### config.mk
export PLATFORM = sky130hd
export DESIGN_NAME = divider_unsigned_iter
export DESIGN_NICKNAME = d
export VERILOG_FILES = /design/src/rtl/divider_pkg.sv /design/src/rtl/divu_step.sv /design/src/rtl/divider_unsigned_iter.sv
export SDC_FILE = /design/constraint.sdc
export NUM_CORES = 1
export LEC_CHECK = 0
export ABC_CLOCK_PERIOD_IN_PS = 9550
export BUFFER_PORTS_ARGS = -buffer_cell sky130_fd_sc_hd__buf_4
export CAP_MARGIN = 25
export CORE_UTILIZATION = 40
export CTS_BUF_LIST = sky130_fd_sc_hd__clkbuf_16
export DETAILED_ROUTE_END_ITERATION = 10
export PLACE_DENSITY = 0.69
export SLEW_MARGIN = 5
export SYNTH_ARGS = -nofsm -noshare
export SYNTH_HDL_FRONTEND = slang
export SYNTH_HIERARCHICAL = 1
export SYNTH_SLANG_ARGS = --single-unit
### constraint.sdc
create_clock -name clk -period 9.55 [get_ports clk]
set_clock_uncertainty 0.1 [all_clocks]
set_input_delay 0.955 -clock clk [delete_from_list [all_inputs] [get_ports clk]]
set_output_delay 0.955 -clock clk [all_outputs]
set_load 0.05 [all_outputs]
### src/rtl/divider_pkg.sv
// divider_pkg: state type and sizing helpers shared by the iterative divider.
package divider_pkg;

   typedef enum logic [1:0] {IDLE, BUSY, DONE} state_e;

   function automatic int iters(input int w, input int b);
      return (b > 0) ? w / b : 1;
   endfunction

   function automatic bit bpc_ok(input int w, input int b);
      return (b > 0) && (b <= w) && (w % b == 0);
   endfunction

endpackage

### src/rtl/divu_step.sv
// divu_step: one restoring division step; the shifted remainder is kept at WIDTH+1 bits so it cannot overflow.
module divu_step #(
   parameter int WIDTH = 32
) (
   input  logic [WIDTH-1:0] rem_i,
   input  logic [WIDTH-1:0] q_i,
   input  logic [WIDTH-1:0] divisor_i,
   output logic [WIDTH-1:0] rem_o,
   output logic [WIDTH-1:0] q_o
);

   logic [WIDTH:0] sh;
   logic [WIDTH:0] diff;
   logic           ge;

   assign sh    = {rem_i, q_i[WIDTH-1]};
   assign diff  = sh - {1'b0, divisor_i};
   assign ge    = sh >= {1'b0, divisor_i};
   assign rem_o = ge ? diff[WIDTH-1:0] : sh[WIDTH-1:0];
   assign q_o   = {q_i[WIDTH-2:0], ge};

endmodule

### src/rtl/divider_unsigned_iter.sv
// divider_unsigned_iter: iterative restoring unsigned divider, BITS_PER_CYCLE steps per clock.
// Define DIVIDER_FASTPATH_EN to finish divide-by-zero and dividend<divisor at the accepting edge.
module divider_unsigned_iter
   import divider_pkg::*;
#(
   parameter int WIDTH          = 32,
   parameter int BITS_PER_CYCLE = 4
) (
   input  logic             clk,
   input  logic             rst_n,
   input  logic             in_valid,
   output logic             in_ready,
   input  logic [WIDTH-1:0] i_dividend,
   input  logic [WIDTH-1:0] i_divisor,
   output logic             out_valid,
   input  logic             out_ready,
   output logic [WIDTH-1:0] o_quotient,
   output logic [WIDTH-1:0] o_remainder
);

   localparam int ITERS = iters(WIDTH, BITS_PER_CYCLE);
   localparam int CW    = (ITERS > 1) ? $clog2(ITERS) : 1;

   if (!bpc_ok(WIDTH, BITS_PER_CYCLE)) begin : g_bad_cfg
      $error("BITS_PER_CYCLE must divide WIDTH");
   end

   state_e           state_q, state_d;
   logic [CW-1:0]    cnt_q, cnt_d;
   logic [WIDTH-1:0] quo_q, quo_d, rem_q, rem_d, dvs_q, dvs_d;

   // Each stage lives in its own generate scope so the chain is not one self-referencing array.
   for (genvar i = 0; i < BITS_PER_CYCLE; i++) begin : g_step
      logic [WIDTH-1:0] r, q;
      if (i == 0) begin : g_first
         divu_step #(.WIDTH(WIDTH)) u_step (
            .rem_i(rem_q), .q_i(quo_q), .divisor_i(dvs_q), .rem_o(r), .q_o(q)
         );
      end else begin : g_next
         divu_step #(.WIDTH(WIDTH)) u_step (
            .rem_i(g_step[i-1].r), .q_i(g_step[i-1].q), .divisor_i(dvs_q), .rem_o(r), .q_o(q)
         );
      end
   end

   always_ff @(posedge clk or negedge rst_n) begin
      if (!rst_n) begin
         state_q <= IDLE;
         cnt_q   <= '0;
         quo_q   <= '0;
         rem_q   <= '0;
         dvs_q   <= '0;
      end else begin
         state_q <= state_d;
         cnt_q   <= cnt_d;
         quo_q   <= quo_d;
         rem_q   <= rem_d;
         dvs_q   <= dvs_d;
      end
   end

   always_comb begin
      state_d = state_q;
      cnt_d   = cnt_q;
      quo_d   = quo_q;
      rem_d   = rem_q;
      dvs_d   = dvs_q;
      case (state_q)
         IDLE: if (in_valid) begin
            state_d = BUSY;
            cnt_d   = '0;
            quo_d   = i_dividend;
            rem_d   = '0;
            dvs_d   = i_divisor;
`ifdef DIVIDER_FASTPATH_EN
            if (i_divisor == '0 || i_dividend < i_divisor) begin
               state_d = DONE;
               quo_d   = (i_divisor == '0) ? '1 : '0;
               rem_d   = i_dividend;
            end
`endif
         end
         BUSY: begin
            quo_d   = g_step[BITS_PER_CYCLE-1].q;
            rem_d   = g_step[BITS_PER_CYCLE-1].r;
            cnt_d   = cnt_q + 1'b1;
            state_d = (cnt_q == CW'(ITERS - 1)) ? DONE : BUSY;
         end
         DONE:    state_d = out_ready ? IDLE : DONE;
         default: state_d = IDLE;
      endcase
   end

   assign in_ready    = (state_q == IDLE);
   assign out_valid   = (state_q == DONE);
   assign o_quotient  = quo_q;
   assign o_remainder = rem_q;

endmodule

After elaboration in Yosys (flattened, before gate mapping)
Index checks and enable logic that the tools add are counted.
{ "totals": {"output_inout_bits": 66, "latchBits": 0, "mem_bits_rw": 0, "ff_bits": 101, "mem_count": 0, "romBits": 0, "inputBits": 68} }
{ "classes": {"n_lt_le_gt_ge": 4, "n_mul": 0, "mux": 14, "n_shift": 0, "n_reduce_logical": 4, "div_mod_pow": 0, "add_sub_neg": 5, "n_bitwise": 0, "eq_ne": 4} }
{ "ops": {"columns": ["cell", "count"], "rows": [
  ["$mux 32", 6],
  ["$ge 33x32->1", 4],
  ["$pmux 32 s2", 2],
  ["$sub 32x32->32", 4],
  ["$mux 2", 3],
  ["$pmux 2 s3", 1],
  ["$pmux 3 s2", 1],
  ["$reduce_and 2->1", 2],
  ["$add 3x1->3 const B", 1],
  ["$eq 3x3->1 const B", 1],
  ["$mux 3", 1],
  ["$eq 2x1->1 const B", 1],
  ["$eq 2x2->1 const B", 1],
  ["$logic_not 2->1", 1],
  ["$ne 2x2->1 const B", 1],
  ["$reduce_bool 2->1", 1]
]} }

Longest topological paths before layout
Gate-level depths: netlist (run 1).
{ "depth": {"word_depth": 9, "mapped_depth": 52, "mapped_depth_nobuf": 43} }

Hierarchy
The synthesis (run 1) kept the hierarchy.
{ "by_module_without_submodules": {"columns": ["mod", "n_inst", "cells_each", "area_per_inst_um2"], "rows": [
  ["divu_step (g_step[1].g_next.u_step ...)", 3, 355, 2571.2],
  ["divider_unsigned_iter", 1, 310, 4275.4],
  ["divu_step (g_step[0].g_first.u_step)", 1, 347, 2469.9]
]} }

Worst setup path before layout (run 1)
Ideal clock, no wire load.
{ "synth_path": {"path_kind": "register to register", "from": "reg rem_q[12] (netlist: o_remainder[12])", "to": "reg rem_q[21] (netlist: o_remainder[21])", "setup_ps": 121, "arrival_ps": 10062, "setup_slack_ps": -733, "stages_incl_launch_ff": 49, "required_time_ps": 9329, "cell_sequence": "dfrtp_1 -> ha_1 -> a21o_1 -> a21o_1 -> a31oi_1 -> a2bb2oi_1 -> o31ai_1 -> a211oi_2 -> nor3_1 -> nor3_4 -> buf_6 -> mux2_2 -> ha_1 -> clkbuf_1 -> nand4_1 -> nor3_1 -> o211ai_1 -> nor4b_4 -> [13 not listed] -> a31oi_4 -> o21a_4 -> inv_2 -> buf_6 -> mux2_2 -> ha_1 -> a21oi_2 -> a211oi_1 -> or3_4 -> nor4b_4 -> o21ai_2 -> a31oi_4 -> o21a_4 -> inv_2 -> buf_6 -> buf_12 -> mux2_4 -> a22o_1"} }
{ "synth_via": {"elab_chain_len": 9, "word_cells_on_any_way": 13, "classes_between": "4 x add/sub; 4 x order compare; 5 x mux"} }
{ "synth_lines": {"columns": ["item", "line_no", "source"], "rows": [
  ["start: declaration", "divider_unsigned_iter.sv:30", "logic [WIDTH-1:0] quo_q, quo_d, rem_q, rem_d, dvs_q, dvs_d;"],
  ["start signal: assignment", "divider_unsigned_iter.sv:57", "rem_q <= rem_d;"],
  ["$ge 33x32->1", "divu_step.sv:18", "assign ge = sh >= {1'b0, divisor_i};"],
  ["$mux 32", "divu_step.sv:19", "assign rem_o = ge ? diff[WIDTH-1:0] : sh[WIDTH-1:0];"],
  ["named net g_step[0].r[9]", "divider_unsigned_iter.sv:34", "logic [WIDTH-1:0] r, q;"],
  ["$ge 33x32->1", "divu_step.sv:18", null],
  ["$mux 32", "divu_step.sv:19", null],
  ["named net g_step[1].r[9]", "divider_unsigned_iter.sv:34", null],
  ["$ge 33x32->1", "divu_step.sv:18", null],
  ["$mux 32", "divu_step.sv:19", null],
  ["named net g_step[2].r[6]", "divider_unsigned_iter.sv:34", null],
  ["$ge 33x32->1", "divu_step.sv:18", null],
  ["named net g_step[3].g_next.u_step.ge", "divu_step.sv:14", "logic ge;"],
  ["$mux 32", "divu_step.sv:19", null],
  ["named net g_step[3].r[21]", "divider_unsigned_iter.sv:34", null],
  ["$pmux 32 s2", "divider_unsigned_iter.sv:68", "case (state_q)"]
]} }
The timed path passes the listed nets, and every way through them passes these cells.
A chain may end at the register's enable or synchronous reset.

Final worst setup path (run 1)
{ "layout_path": {"from": "reg dvs_q[3]", "to": "reg rem_q[25] (netlist: o_remainder[25])"} }
{ "layout_via": {"elab_chain_len": 9, "word_cells_on_any_way": 13, "classes_between": "4 x add/sub; 4 x order compare; 5 x mux"} }
{ "layout_lines": {"columns": ["item", "line_no", "source"], "rows": [
  ["start: declaration", "divider_unsigned_iter.sv:30", null],
  ["start signal: assignment", "divider_unsigned_iter.sv:58", "dvs_q <= dvs_d;"],
  ["$sub 32x32->32 / $ge 33x32->1 (equally long branches)", "divu_step.sv:17, divu_step.sv:18", null],
  ["$mux 32 *", "divu_step.sv:19", null],
  ["named net g_step[0].r[13]", "divider_unsigned_iter.sv:34", null],
  ["$ge 33x32->1 *", "divu_step.sv:18", null],
  ["named net g_step[1].q[0]", "divider_unsigned_iter.sv:34", null],
  ["$mux 32 *", "divu_step.sv:19", null],
  ["named net g_step[1].r[6]", "divider_unsigned_iter.sv:34", null],
  ["$ge 33x32->1 *", "divu_step.sv:18", null],
  ["named net g_step[2].q[0]", "divider_unsigned_iter.sv:34", null],
  ["$mux 32 *", "divu_step.sv:19", null],
  ["named net g_step[2].r[11]", "divider_unsigned_iter.sv:34", null],
  ["$ge 33x32->1 *", "divu_step.sv:18", null],
  ["named net g_step[3].q[0]", "divider_unsigned_iter.sv:34", null],
  ["$mux 32 *", "divu_step.sv:19", null],
  ["named net g_step[3].r[25]", "divider_unsigned_iter.sv:34", null],
  ["$pmux 32 s2 *", "divider_unsigned_iter.sv:68", null]
]} }
The timed path passes the listed nets; every way through them passes the cells marked *.

==> results of run 1 <==
==> through the flow <==
| stage | std cells | worst slack, ps |
|---|---|---|
| 2_1_floorplan | 1722 | -195.7 |
| 3_5_place_dp | 2625 | -985.7 |
| 6_report | 2690 | -426.2 |
| 3_3_place_gp | 2625 | -739.2 |
| 4_1_cts | 2675 | -360.0 |
| 5_1_grt | 2690 | -779.9 |
==> cells in the final DEF, fill, tap and decap left out, drive strengths merged, types with 21 or more instances in the layout <==
master,count
a21o,42
a21oi,110
a22o,37
a31oi,27
buf,701
dfrtp,101
ha,130
inv,167
mux2,149
nand2,97
nand3,32
nand4,35
nor2,116
nor2b,21
nor3,21
o21ai,63
o22ai,32
o32ai,32
xnor2,67
xor2,40
==> logic make-up (layout without fill, tap and decap cells) <==
kind of cell | Yosys count | after routing | share of synthesized area
XOR/XNOR | 107 | 107 | 0.06481
multiplexers | 160 | 160 | 0.1385
flip-flops | 101 | 101 | 0.1748
AND/OR/NAND/NOR | 380 | 380 | 0.1316
adder cells (fa/ha/maj) | 134 | 134 | 0.1180
AO/OA/AOI/OAI | 466 | 466 | 0.2255
buffers and inverters | 374 | 881 | 0.1468
==> what timing repair did <==
action / 4_1_cts / 5_1_grt
endpoints found under the setup margin: 33 / 33
setup buffers: 33 / 15
gates cloned: 3 / 1
pin swaps: 46 / 38
gates resized for setup: 104 / 56
hold buffers: 0 / 0
==> how the worst min path moves through the flow <==
stage	startpoint	endpoint	slack, ps
after detailed placement	cnt_q[1]$_DFFE_PN0P_	cnt_q[1]$_DFFE_PN0P_	390
after floorplan	cnt_q[0]$_DFFE_PN0P_	cnt_q[0]$_DFFE_PN0P_	350
after global routing	cnt_q[1]$_DFFE_PN0P_	cnt_q[1]$_DFFE_PN0P_	440
after global placement	cnt_q[0]$_DFFE_PN0P_	cnt_q[0]$_DFFE_PN0P_	370
after CTS	cnt_q[0]$_DFFE_PN0P_	cnt_q[0]$_DFFE_PN0P_	410
final	cnt_q[0]$_DFFE_PN0P_	cnt_q[0]$_DFFE_PN0P_	400
==> layout make-up <==
cell class                 count  area, um^2
clock buffer                   9       225.2
clock inverter                 7       73.82
fill                        3200       15180
inverter                     163       634.4
multi-input combinational   1247       10850
sequential                   101        2550
tap                          461       576.8
timing repair buffer         702        5483
==> worst register-to-register path: cells and delay by family (launching register included) <==
family	cells	cell delay, ps
buffers and inverters	11	1560
AOI/OAI and AO/OA	20	3140
adders and majority gates	4	1140
DFF	1	400
muxes	4	1370
and+or+nand+nor	9	2180
==> registers in the layout, indices dropped and copies added, names as in the netlist <==
name and count:
o_quotient 32, cnt_q 3, o_remainder 32, state_q 2
dvs_q 32
==> per-layer routing <==
metal,vias up,wire length [um]
met5,-,0
met3,103,2473
met1,7219,23460
met2,479,25500
met4,0,2137
li1,7059,-
==> results.py, run 1 <==
metrics = {
    "layout": {
        "diodes": 0,
        "fin_nets": 2426,
        "syn2layout_area_growth_pct": 41.01,
        "fin_area_mm2": 0.02039,
        "final_util": 0.5732,
        "layout-drive-gt1-share": 0.4675,
    },
    "worst_setup_path": {
        "worstPathArrival_ps": 10160,
        "r2r_cells": 48,
        "path_buf_inv": 11,
        "cp.depth": 48,
        "cp_slowest_cell": "dfrtp_1",
        "slowest_delay_ps": 400,
        "critical_path.top_delay_family": "compound AO/OA/AOI/OAI gates",
        "crit_end": "o_remainder[25]$_DFFE_PN0P_",
        "path_max_fanout": 9,
        "crit_start": "dvs_q[3]$_DFFE_PN0P_",
        "startpoint_type": "flop",
        "reg2reg_from": "dvs_q[3]$_DFFE_PN0P_",
        "crit_required_ps": 9740,
        "worstReg2RegEnd": "o_remainder[25]$_DFFE_PN0P_",
        "crit_type": "reg -> reg",
        "worstSetupEndpointType": "flop",
        "r2r_setup_slack_ps": -430,
    },
    "grt": {
        "use_met2": 0.4931,
        "grt_pass1_wl_um": 82260,
        "gr-total-overflow": 0,
        "grt_max_degree": 59,
        "antenna_found_initial": 0,
        "grt_pass1_vias": 14701,
        "grt_util_all_layers": 0.2902,
        "met1_usage": 0.3742,
        "grt_use_met3": 0.03234,
        "busiest_layer": "met2",
    },
    "outcome": {
        "violations": "negative setup slack",
        "status": "complete, but fails checks",
    },
    "floorplanning": {
        "ios": 134,
        "initial_utilization": 0.4065,
        "fp.coreArea_mm2": 0.03557,
        "die_x_um": 192.1,
        "dieArea_mm2": 0.03691,
        "fp.dieH_um": 192.1,
        "rows": 69,
    },
    "run": {
        "cap_violations": 0,
    },
    "timing": {
        "timing.hold.ws_ps": 400.5,
        "min_period_ps": 9976,
        "fin_tns_setup_ps": -12460,
        "hold_viol": 0,
        "fin_crit_sh": 1.045,
        "setup_violations": 33,
        "worst_slew_pin_slew_ps": 946.1,
        "relSlewSlack": 0.3693,
        "max_freq_mhz": 100.2,
        "maxSlewViolCount": 0,
        "grt_setup_unrepaired": "true",
        "fin_ws_ps": -426.2,
    },
    "synthesis": {
        "synth_nets": 1924,
        "synthArstFlopShare": 1.000,
        "synth_top_area_frac": 0.1748,
        "synth_top_area_cell": "dfrtp_1",
        "yosys_warnings": 6,
        "synth_most_common_cell": "inv_1",
        "synth-seq-cells": 101,
        "yosys_most_used_dff": "dfrtp_1",
        "ys_types": 70,
        "synthTopCellsByCount": "inv_1, buf_4, ha_1, nor2_1, a21oi_1",
        "ys_seq_area_frac": 0.1748,
        "synth_edf_count": 0,
        "synth_area_leaders": "dfrtp_1, ha_1, buf_4, mux2_2, mux2_4",
        "syn-cell-area_mm2": 0.01446,
        "syn_avg_cell_area_um2": 8.397,
        "syn_inst": 1722,
    },
    "clock_network": {
        "cts.reportedPaths.clkPinSlew_ps": 90,
        "cts_tree": "built",
        "cts-htree-levels": 3,
        "cts-root-buf": "clkbuf_16",
        "cts_sinks": 101,
        "clock_path_buffers": 2,
        "cts_inserted_buffers": 9,
        "clock_latency_ps": 390,
    },
    "placement": {
        "routabilityCongestion": 0.9851,
        "port_buffers": 133,
        "place_area_mm2": 0.01886,
        "dp_hpwl_um": 42550,
    },
    "routing": {
        "firstDrtPassIters": 5,
        "wl_um": 53570,
        "vias": 14860,
        "drc": 0,
        "via_per_inst": 5.524,
        "drtIter0Drc": 1118,
        "avgRoutedWirePerCell_um": 19.91,
        "ant_nets": 0,
    },
    "hold_path": {
        "hold_depth": 1,
        "min_path_type": "reg -> reg",
    },
}
Power of run 1 is left out: the tool's default activity adds up to more than one toggle a clock period on the data nets, which glitch-free logic cannot reach.
==> inputs of run 2 (changes only) <==
CELL_PAD_IN_SITES_DETAIL_PLACEMENT = 1   (was default)
CELL_PAD_IN_SITES_GLOBAL_PLACEMENT = 1   (was default)
PLACE_DENSITY = 0.84   (was 0.69)
SETUP_SLACK_MARGIN = 0.5   (was default)
==> results.py, run 2 (synthesized netlist as in run 1, its figures left out) <==
metrics = {
    "worst_setup_path": {
        "startpoint_type": "flop",
        "path_buf_inv": 11,
        "critical_path.top_delay_family": "compound AO/OA/AOI/OAI gates",
        "worstPathArrival_ps": 12400,
        "crit_top_cell": "buf_6",
        "slowest_delay_ps": 1190,
        "r2r_cells": 44,
        "path_max_fanout": 9,
        "cp_slowest_cell": "o21ai_0",
        "crit_type": "reg -> reg",
        "worstSetupEndpointType": "flop",
        "crit_required_ps": 9740,
        "cp.depth": 44,
    },
    "grt": {
        "gr-total-overflow": 0,
        "grt_max_degree": 61,
        "grt_pass1_vias": 18194,
        "grt_util_all_layers": 0.3963,
        "grt_pass1_wl_um": 109700,
        "antenna_found_initial": 8,
    },
    "layout": {
        "final_util": 0.5802,
        "syn2layout_area_growth_pct": 42.72,
        "layout-drive-gt1-share": 0.4787,
        "final_common_cell": "buf_4",
        "fin_nets": 2422,
        "final_cells": 2687,
        "layout_common_cells": "buf_4, inv_1, nor2_1, nand2_1, a21oi_1",
    },
    "clock_network": {
        "cts-htree-levels": 3,
        "hold_buffers": 0,
        "clock_latency_ps": 420,
        "cts_sinks": 101,
        "cts_inserted_buffers": 9,
        "clock_path_buffers": 2,
        "cts-root-buf": "clkbuf_16",
        "cts_tree": "built",
        "cts.reportedPaths.clkPinSlew_ps": 100,
    },
    "hold_path": {
        "hold_depth": 1,
        "min_path_type": "reg -> reg",
    },
    "floorplanning": {
        "ios": 134,
        "fp.coreArea_mm2": 0.03557,
        "dieArea_mm2": 0.03691,
        "initial_utilization": 0.4065,
        "rows": 69,
        "die_x_um": 192.1,
        "fp.dieH_um": 192.1,
    },
    "placement": {
        "dp_hpwl_um": 51470,
        "port_buffers": 133,
        "routabilityCongestion": 0.9933,
        "dp.cells": 2616,
        "post-place-ws_ps": -1728,
    },
    "routing": {
        "firstDrtPassIters": 9,
        "ant_nets": 0,
        "wl_um": 85490,
        "drc": 0,
        "via_per_inst": 6.593,
        "vias": 17715,
        "drtIter0Drc": 1722,
        "avgRoutedWirePerCell_um": 31.81,
    },
    "timing": {
        "fin_ws_ps": -2660,
        "max_freq_mhz": 81.90,
        "min_period_ps": 12210,
        "relSlewSlack": 0.1394,
        "hold_viol": 0,
        "maxSlewViolCount": 0,
        "fin_crit_sh": 1.279,
        "worst_slew_pin_slew_ps": 1277,
        "grt_setup_unrepaired": "true",
        "setup_violations": 33,
    },
    "run": {
        "cap_violations": 0,
    },
    "outcome": {
        "status": "complete, but fails checks",
        "violations": "negative setup slack",
    },
}
run 2: area by class of cell:
type	count	area, um^2
Multi-Input combinational cell	1247	11080
Sequential cell	101	2550
Fill cell	4116	14930
Timing Repair Buffer	697	5463
Clock inverter	7	87.58
Antenna cell	1	2.502
Inverter	163	634.4
Clock buffer	9	225.2
Timing Repair inverter	1	16.27
Tap cell	461	576.8
run 2: final timing paths:
path | endpoint | startpoint | slack, ps
min in group asynchronous | o_quotient[12]$_DFFE_PN0P_ | rst_n | 460
worst min register to register | cnt_q[1]$_DFFE_PN0P_ | cnt_q[1]$_DFFE_PN0P_ | 420
worst max-delay path | o_remainder[2]$_DFFE_PN0P_ | o_remainder[17]$_DFFE_PN0P_ | -2660
worst max register to register | o_remainder[2]$_DFFE_PN0P_ | o_remainder[17]$_DFFE_PN0P_ | -2660
worst min-delay path | cnt_q[1]$_DFFE_PN0P_ | cnt_q[1]$_DFFE_PN0P_ | 420
max in group asynchronous | o_remainder[12]$_DFFE_PN0P_ | rst_n | 7360
run 2: metal layers:
| metal | wire length, um | track usage | vias to the layer above |
|---|---|---|---|
| met2 | 37930 | 0.6627 | 1347 |
| li1 | - | - | 7051 |
| met3 | 9307 | 0.09684 | 692 |
| met4 | 9302 | 0.3125 | 14 |
| met5 | 166 | 0 | - |
| met1 | 28780 | 0.4275 | 8611 |
run 2: worst reg2reg max path: cells and delay by family, from the launching register on:
kind	cells	cell delay, ps
muxes	4	1390
xor gates and xnor gates	1	150
AOI/OAI and AO/OA	15	3770
buffers and inverters	11	1510
adders and majority gates	4	1520
DFF	1	490
and+or+nand+nor	9	3170
run 2: timing repair:
action                     CTS  global route
setup endpoints to repair   33            33
gates cloned                 3             0
buffers inserted            32            18
pin swaps                   40            45
gates resized for setup    134            85
run 2: per-stage QoR:
step	instance area (um^2)	hold WS, ps	TNS [ps]
final	20640	424.5	-84920
after global routing	20630	426.1	-92480
after CTS	20040	414.4	-17250
after detailed placement	18760	394.8	-50480
after global placement	18730	374.8	-38660
after floorplan	14880	354.3	-2801
Power of run 2 is left out for the same reason.
